## src/rtl/rob_wb_arbiter.sv

```systemverilog
// ROB completion write-back arbiter.
// Each execution unit deposits completion records into a one-entry slot;
// a round-robin scan grants up to two full slots per cycle onto two
// registered ROB write ports.
module rob_wb_arbiter #(
  parameter int NUM_SRC        = 4,
  parameter int ROB_INDEX_SIZE = 7,
  parameter int PC_SIZE        = 16
) (
  input  logic                              CLK,
  input  logic                              RST_N,
  input  logic                              Flush,
  input  logic                              WB_Stall,
  input  logic [NUM_SRC-1:0]                Src_V,
  output logic [NUM_SRC-1:0]                Src_Ready,
  input  logic [NUM_SRC*ROB_INDEX_SIZE-1:0] Src_Index,
  input  logic [NUM_SRC-1:0]                Src_Mispred,
  input  logic [NUM_SRC*PC_SIZE-1:0]        Src_New_PC,
  output logic                              WB1_V,
  output logic [ROB_INDEX_SIZE-1:0]         WB1_Index,
  output logic                              WB1_Mispred,
  output logic [PC_SIZE-1:0]                WB1_New_PC,
  output logic                              WB2_V,
  output logic [ROB_INDEX_SIZE-1:0]         WB2_Index,
  output logic                              WB2_Mispred,
  output logic [PC_SIZE-1:0]                WB2_New_PC,
  output logic [3:0]                        Pending_Cnt
);

  localparam int PTR_W = (NUM_SRC > 1) ? $clog2(NUM_SRC) : 1;

  logic [NUM_SRC-1:0]        slot_full;
  logic [NUM_SRC-1:0]        slot_full_next;
  logic [ROB_INDEX_SIZE-1:0] slot_index   [NUM_SRC];
  logic                      slot_mispred [NUM_SRC];
  logic [PC_SIZE-1:0]        slot_pc      [NUM_SRC];

  logic [PTR_W-1:0]   rr_ptr;
  logic [PTR_W-1:0]   rr_ptr_next;
  logic [NUM_SRC-1:0] granted;
  logic [NUM_SRC-1:0] accepted;
  logic               g1_found;
  logic               g2_found;
  logic [PTR_W-1:0]   g1_sel;
  logic [PTR_W-1:0]   g2_sel;
  logic [3:0]         cnt_next;

  // Readiness is forced low during reset; a slot being drained this cycle can be refilled.
  assign Src_Ready = RST_N ? ({NUM_SRC{!Flush}} & (~slot_full | granted)) : '0;
  assign accepted  = Src_V & Src_Ready;
  assign slot_full_next = (slot_full & ~granted) | accepted;

  // Round-robin scan from rr_ptr: first full slot to port 1, second to port 2.
  always_comb begin
    int s;
    int last;
    granted     = '0;
    g1_found    = 1'b0;
    g2_found    = 1'b0;
    g1_sel      = '0;
    g2_sel      = '0;
    rr_ptr_next = rr_ptr;
    s           = 0;
    last        = 0;
    if (!WB_Stall && !Flush) begin
      for (int i = 0; i < NUM_SRC; i++) begin
        s = int'(rr_ptr) + i;
        if (s >= NUM_SRC) s = s - NUM_SRC;
        if (slot_full[s] && !g2_found) begin
          granted[s] = 1'b1;
          last       = s;
          if (!g1_found) begin
            g1_found = 1'b1;
            g1_sel   = s[PTR_W-1:0];
          end else begin
            g2_found = 1'b1;
            g2_sel   = s[PTR_W-1:0];
          end
        end
      end
      if (g1_found) begin
        rr_ptr_next = (last == NUM_SRC - 1) ? '0 : PTR_W'(last + 1);
      end
    end
  end

  // Occupancy after the coming edge; a flush empties everything.
  always_comb begin
    cnt_next = '0;
    for (int k = 0; k < NUM_SRC; k++) begin
      cnt_next = cnt_next + {3'b000, slot_full_next[k]};
    end
    if (Flush) cnt_next = '0;
  end

  genvar gi;
  generate
    for (gi = 0; gi < NUM_SRC; gi++) begin : g_slot
      // Slot capture on accept, release on grant, wipe on flush.
      always_ff @(posedge CLK or negedge RST_N) begin
        if (!RST_N) begin
          slot_full[gi]    <= 1'b0;
          slot_index[gi]   <= '0;
          slot_mispred[gi] <= 1'b0;
          slot_pc[gi]      <= '0;
        end else begin
          slot_full[gi] <= Flush ? 1'b0 : slot_full_next[gi];
          if (accepted[gi]) begin
            slot_index[gi]   <= Src_Index[gi*ROB_INDEX_SIZE +: ROB_INDEX_SIZE];
            slot_mispred[gi] <= Src_Mispred[gi];
            slot_pc[gi]      <= Src_New_PC[gi*PC_SIZE +: PC_SIZE];
          end
        end
      end
    end
  endgenerate

  // Write ports pulse valid for one cycle per granted record; data holds otherwise.
  always_ff @(posedge CLK or negedge RST_N) begin
    if (!RST_N) begin
      rr_ptr      <= '0;
      Pending_Cnt <= '0;
      WB1_V       <= 1'b0;
      WB1_Index   <= '0;
      WB1_Mispred <= 1'b0;
      WB1_New_PC  <= '0;
      WB2_V       <= 1'b0;
      WB2_Index   <= '0;
      WB2_Mispred <= 1'b0;
      WB2_New_PC  <= '0;
    end else begin
      rr_ptr      <= rr_ptr_next;
      Pending_Cnt <= cnt_next;
      WB1_V       <= g1_found;
      WB2_V       <= g2_found;
      if (g1_found) begin
        WB1_Index   <= slot_index[g1_sel];
        WB1_Mispred <= slot_mispred[g1_sel];
        WB1_New_PC  <= slot_pc[g1_sel];
      end
      if (g2_found) begin
        WB2_Index   <= slot_index[g2_sel];
        WB2_Mispred <= slot_mispred[g2_sel];
        WB2_New_PC  <= slot_pc[g2_sel];
      end
    end
  end

endmodule

```

## config.mk

```make
export PLATFORM = sky130hd
export DESIGN_NAME = rob_wb_arbiter
export DESIGN_NICKNAME = d
export VERILOG_FILES = /design/src/rtl/rob_wb_arbiter.sv
export SDC_FILE = /design/constraint.sdc
export NUM_CORES = 1
export LEC_CHECK = 0
export ABC_AREA = 1
export BUFFER_PORTS_ARGS = -buffer_cell sky130_fd_sc_hd__buf_2
export CORE_UTILIZATION = 45
export DETAILED_ROUTE_END_ITERATION = 12
export PLACE_DENSITY = 0.68
export SYNTH_ARGS = -nofsm -noshare
export SYNTH_HDL_FRONTEND = slang
export SYNTH_SLANG_ARGS = --single-unit
```

## constraint.sdc

```tcl
create_clock -name CLK -period 6.4 [get_ports CLK]
set_clock_uncertainty 0.15 [all_clocks]
set_input_delay 0.64 -clock CLK [delete_from_list [all_inputs] [get_ports CLK]]
set_output_delay 0.64 -clock CLK [all_outputs]
set_load 0.005 [all_outputs]
```

### Word level (Yosys, flattened, before mapping)

Index checks and enable logic that the tools add are counted.

* add/sub/neg operators: 11
* reductions and logical operators: 14
* multiplexer cells: 100
* $lt $le $gt $ge: 14
* equal/unequal tests: 1
* bitwise gates (word level): 12

Operators by type and width (number)
* 32-bit two-way mux: 13
* 32-bit by 1-bit greater-or-equal comparator with 1-bit output (second input constant): 4
* 32-bit by 4-bit less-than comparator with 1-bit output (second input constant): 4
* 16-bit binary-select mux with 2-bit select: 2
* 16-bit two-way mux: 4
* 4-bit two-way mux: 10
* 1-bit two-way mux: 39
* 32-bit by 3-bit equality test with 1-bit output (second input constant): 1
* 2-bit two-way mux: 16
* 7-bit binary-select mux with 2-bit select: 2
* 7-bit two-way mux: 4
* 4-bit OR: 5
* 3-bit greater-or-equal comparator (second input constant): 5
* 4-bit AND: 3
* 1-bit binary-select mux with 2-bit select: 6
* 3-bit by 3-bit subtractor with 4-bit output (second input constant): 3
* 1-bit demux with 2-bit select: 4
* 1-bit logical AND: 8
* 4-bit NOT: 2
* 2-bit by 2-bit adder with 3-bit output (second input constant): 2
* 2-bit NOT with 3-bit output: 2
* 1-bit logical NOT: 5
* 3-bit by 1-bit adder with 4-bit output: 1
* 2-bit by 3-bit subtractor with 4-bit output (second input constant): 1
* other kinds (6): 6

* output and inout port bits: 58
* word-level logic and storage cells: 178
* register bits: 156
* input bits: 104

### Longest topological paths before layout

* depth in word-level cells: 28
* mapped depth: 19

### Worst setup path after synthesis

Ideal clock, no wire load.

* path kind: reg-to-reg
* from: register rr_ptr[0]
* to: register Pending_Cnt[1]
* slack: 2997 ps
* path buffers: 0
* library setup time: 113 ps
* clock period less this slack: 3403 ps
* cell stages (with the launch flop): 18
* arrival: 3140 ps
* cell sequence: dfrtp_1 inv_2 ha_1 inv_1 nand3_1 nand2_1 nand3_1 a21oi_4 nand2_4 nor2_1 o21ai_1 nand2_2 o21ai_0 fa_1 ha_1 ha_1 inv_1 nor2_1

* word-level cells in the longest chain between the ends: 28
* elaborated cells on any way between the ends: 88
* classes of those cells: 10 x add/sub; 12 x order compare; 48 x mux; 9 x bitwise; 9 x reduce/logical

RTL lines
* start, declared: RTL line 38 `logic [PTR_W-1:0] rr_ptr;`
* start signal, assigned: RTL line 132 `rr_ptr <= rr_ptr_next;`
* parallel branches: the longest is 17 deep, another holds 32-bit by 1-bit greater-or-equal comparator with 1-bit output
* 4-bit two-way mux *: RTL line 69 `if (slot_full[s] && !g2_found) begin`
* 4-bit two-way mux *: RTL line 65 `if (!WB_Stall && !Flush) begin`
* 4-bit OR: RTL line 49 `assign Src_Ready = RST_N ? ({NUM_SRC{!Flush}} & (~slot_full | granted)) : '0;`
* 4-bit AND: RTL line 49
* 4-bit two-way mux: RTL line 49
* 4-bit AND: RTL line 50 `assign accepted = Src_V & Src_Ready;`
* 4-bit OR *: RTL line 51 `assign slot_full_next = (slot_full & ~granted) | accepted;`
* 1-bit by 1-bit adder with 2-bit output: RTL line 91 `cnt_next = cnt_next + {3'b000, slot_full_next[k]};`
* 2-bit by 1-bit adder with 3-bit output: RTL line 91
* 3-bit by 1-bit adder with 4-bit output *: RTL line 91
* 4-bit two-way mux *: RTL line 93 `if (Flush) cnt_next = '0;`
* via cnt_next[1]: RTL line 46 `logic [3:0] cnt_next;`
* end signal, assigned: RTL line 133 `Pending_Cnt <= cnt_next;`
* end, declared: RTL line 27 `output logic [3:0] Pending_Cnt`

Mark *: on every way through the listed nets, which the timed path passes. The select of a mux whose other input is x is not followed.
A chain may end at the register's enable or synchronous reset.

### Final worst setup path

Same ends and word-level chain as after synthesis.

==> out/metrics.cfg <==
[setup_path]
critPathMaxFanout = 26
worst-setup-path-type = reg2reg
crit_start = rr_ptr[0]$_DFFE_PN0P_
rr_endpoint = Pending_Cnt[1]$_DFF_PN0_
reg2reg_slack_ns = 1.86
reg2reg_from = rr_ptr[0]$_DFFE_PN0P_
start_kind = register
worstRegToRegCells = 17
arrival_ns = 4.71
cp_slowest_cell = dfrtp_1
end_kind = register
required_ns = 6.57
slowest_delay_ns = 0.73
cp_common_cell = ha_1
path_cells = inv_2 -> ha_1 -> inv_1 -> nand3_1 -> nand2_1 -> nand3_1 -> a21oi_4 -> nand2_4 -> nor2_1 -> o21ai_1 -> nand2_2 -> o21ai_0 -> fa_1 -> ha_1 -> ha_1 -> inv_1 -> nor2_1

[timing]
worst_slew_pin_slew_ns = 1.05
finalSetupViolations = 0
tns_ns = 0
drv_slew = 0
fmax_ghz = 0.220
worst_slack_ns = 1.86
period_needed_ns = 4.54
relSlewSlack_pct = 30.1
post-route-period-util_pct = 70.9
hold_viol = 0
rsz0062_at_grt = false

[synth]
synth_area_leaders = dfrtp_1 (43%), nand2_1 (22%), nand4_1 (10%)
syn_inst = 1295
ys_ff_latch = 155
synth-seq-area-share_pct = 42.6
ys_types = 28
syn_area_mm2 = 0.00911
ys_warn_count = 0
synth_top_area_cell = dfrtp_1
syn_area_per_cell_um2 = 7.04
netlist.area_leader.share_pct = 42.6
synth_nets = 1411

[cts]
tritoncts = done
clock_latency_ns = 0.43
cts_resized = 0
clkTransAtPathRegs_ns = 0.06
postCtsSetupBuffers = 0
cts_root_buf = clkbuf_16
cts_sinks = 155
cts_buffers = 17
htreeDepth = 4
cts_hold_buf = 1
clk_path_buf_depth = 2

[hold_path]
worstHoldEndpoint = Pending_Cnt[2]$_DFF_PN0_
hp-class = in2reg
hold_depth = 2
min_from = Flush

[floorplan]
initial_core_util_pct = 46.4
dieArea_mm2 = 0.0208
io-pin-count = 162
dieWidth_um = 144
rows = 51
die_height_um = 144
coreArea_mm2 = 0.0197

[detailed_routing]
avgRoutedWirePerCell_um = 17.8
viasPerCell = 5.56
first_pass_iters = 6
drtIter0Drc = 1318
vias = 9310
drt_wl_total_um = 29900
antenna_left = 0
drc = 0

[final_layout]
layout_commonest_cell = nand2_1
synthToLayoutAreaGrowth_pct = 15.3
fin_util_pct = 53.5
diodes = 0
layout.nets = 1512
final_area_mm2 = 0.0105
final_cell_mix = nand2_1 (529), nand3_1 (161), buf_2 (159)
drive_above_1_share_pct = 17.1
fillCellCount = 2022

[placement]
numPortBuffers = 160
place.gp.congestion = 0.954
place_ws_ns = 1.90
placed_area_mm2 = 0.00992
hpwl_um = 21200

[power]
finalPower_mw = 4.99
p_leak_nw = 6.03
cellPowerDensity_mw_per_mm2 = 475
ir_drop_uv = 485

[run_status]
outcome = finished clean

[grt]
grt_pass1_vias = 8347
grt_max_degree = 71
grt_first_pass_wirelength_um = 46500
antenna_found_initial = 1
grt_overflow = 0
grt_usage_pct = 29.6

[flow_run]
cap_violations = 0

==> worst max-delay path, delay by kind of cell, from the launching register on <==
family	cells	cell delay, ns
DFF	1	0.73
adders and majority gates	4	1.41
AOI/OAI and AO/OA	3	0.63
buffers and inverters	3	0.43
and+or+nand+nor	7	1.07
==> layout make-up <==
type | count | area, um^2 | area share (%)
multi-input cells | 914 | 4300 | 40.9
repair buffers | 175 | 922 | 8.77
well taps | 265 | 332 | 3.16
inverters | 133 | 499 | 4.75
flip-flops and latches | 155 | 3880 | 36.9
clock inverters | 13 | 143 | 1.36
clock buffers | 19 | 433 | 4.12
==> per-stage QoR <==
stage / hold WS, ns / instances
2_1_floorplan: 0.194 / 1295
3_3_place_gp: 0.305 / 1641
3_5_place_dp: 0.309 / 1641
4_1_cts: 0.293 / 1674
5_1_grt: 0.301 / 1674
6_report: 0.294 / 1674
==> registers in the layout, indices dropped and copies added, names as in the netlist <==
register,cells
slot_index,28
WB2_Index,7
slot_full,4
Pending_Cnt,3
WB2_Mispred,1
WB2_New_PC,16
slot_pc,64
rr_ptr,2
WB1_Mispred,1
WB1_V,1
slot_mispred,4
WB1_Index,7
WB2_V,1
WB1_New_PC,16
==> kinds of logic after synthesis <==
logic type / count (synthesis) / synth area share (%)
fa+ha+maj: 12 / 1.73
simple gates: 871 / 43.3
flops: 155 / 42.6
buf+inv: 226 / 10.4
other cells: 1 / 0.0411
compound gates: 30 / 1.94
==> synthesized netlist by cell type <==
cell type and count:
o21ai_0 13, buf_2 37, o211ai_1 3, a21oi_1 5
o32ai_1 1, buf_4 10, clkbuf_1 43, inv_1 126
inv_2 7, nand3_2 9, nand2_4 3, conb_1 1
o21ai_2 1, nand4_1 145, nor2_2 1, nand2_1 530
ha_1 11, nor2_4 1, buf_1 1, nand3_1 161
o21ai_1 6, nor2_1 10, buf_6 2, or2_2 2
dfrtp_1 155, fa_1 1, a21oi_4 1, nand2_2 9
==> where the power goes <==
| group | switching (mW) | total [mW] | internal, mW | leakage (nW) |
|---|---|---|---|---|
| sequential | 0.187 | 1.43 | 1.24 | 1.96 |
| combinational | 1.82 | 2.55 | 0.731 | 3.80 |
| clock | 0.432 | 1.01 | 0.577 | 0.267 |
==> worst max-delay path by stage <==
stage	slack, ns	endpoint	cells past startpoint
2_1_floorplan	3.00	Pending_Cnt[1]$_DFF_PN0_	17
3_3_place_gp	1.95	Pending_Cnt[1]$_DFF_PN0_	17
3_5_place_dp	1.90	Pending_Cnt[1]$_DFF_PN0_	17
4_1_cts	1.88	Pending_Cnt[1]$_DFF_PN0_	17
5_1_grt	1.54	Pending_Cnt[1]$_DFF_PN0_	17
6_report	1.86	Pending_Cnt[1]$_DFF_PN0_	17
==> metal layers <==
| layer | global-route usage, % | routed length (um) | vias to the layer above |
|---|---|---|---|
| li1 | - | - | 4395 |
| met1 | 44.0 | 13700 | 4376 |
| met2 | 42.9 | 12800 | 485 |
| met3 | 4.30 | 2410 | 54 |
| met4 | 11.7 | 935 | 0 |
| met5 | 0 | 0 | - |
(Power assumes the default switching activity.)
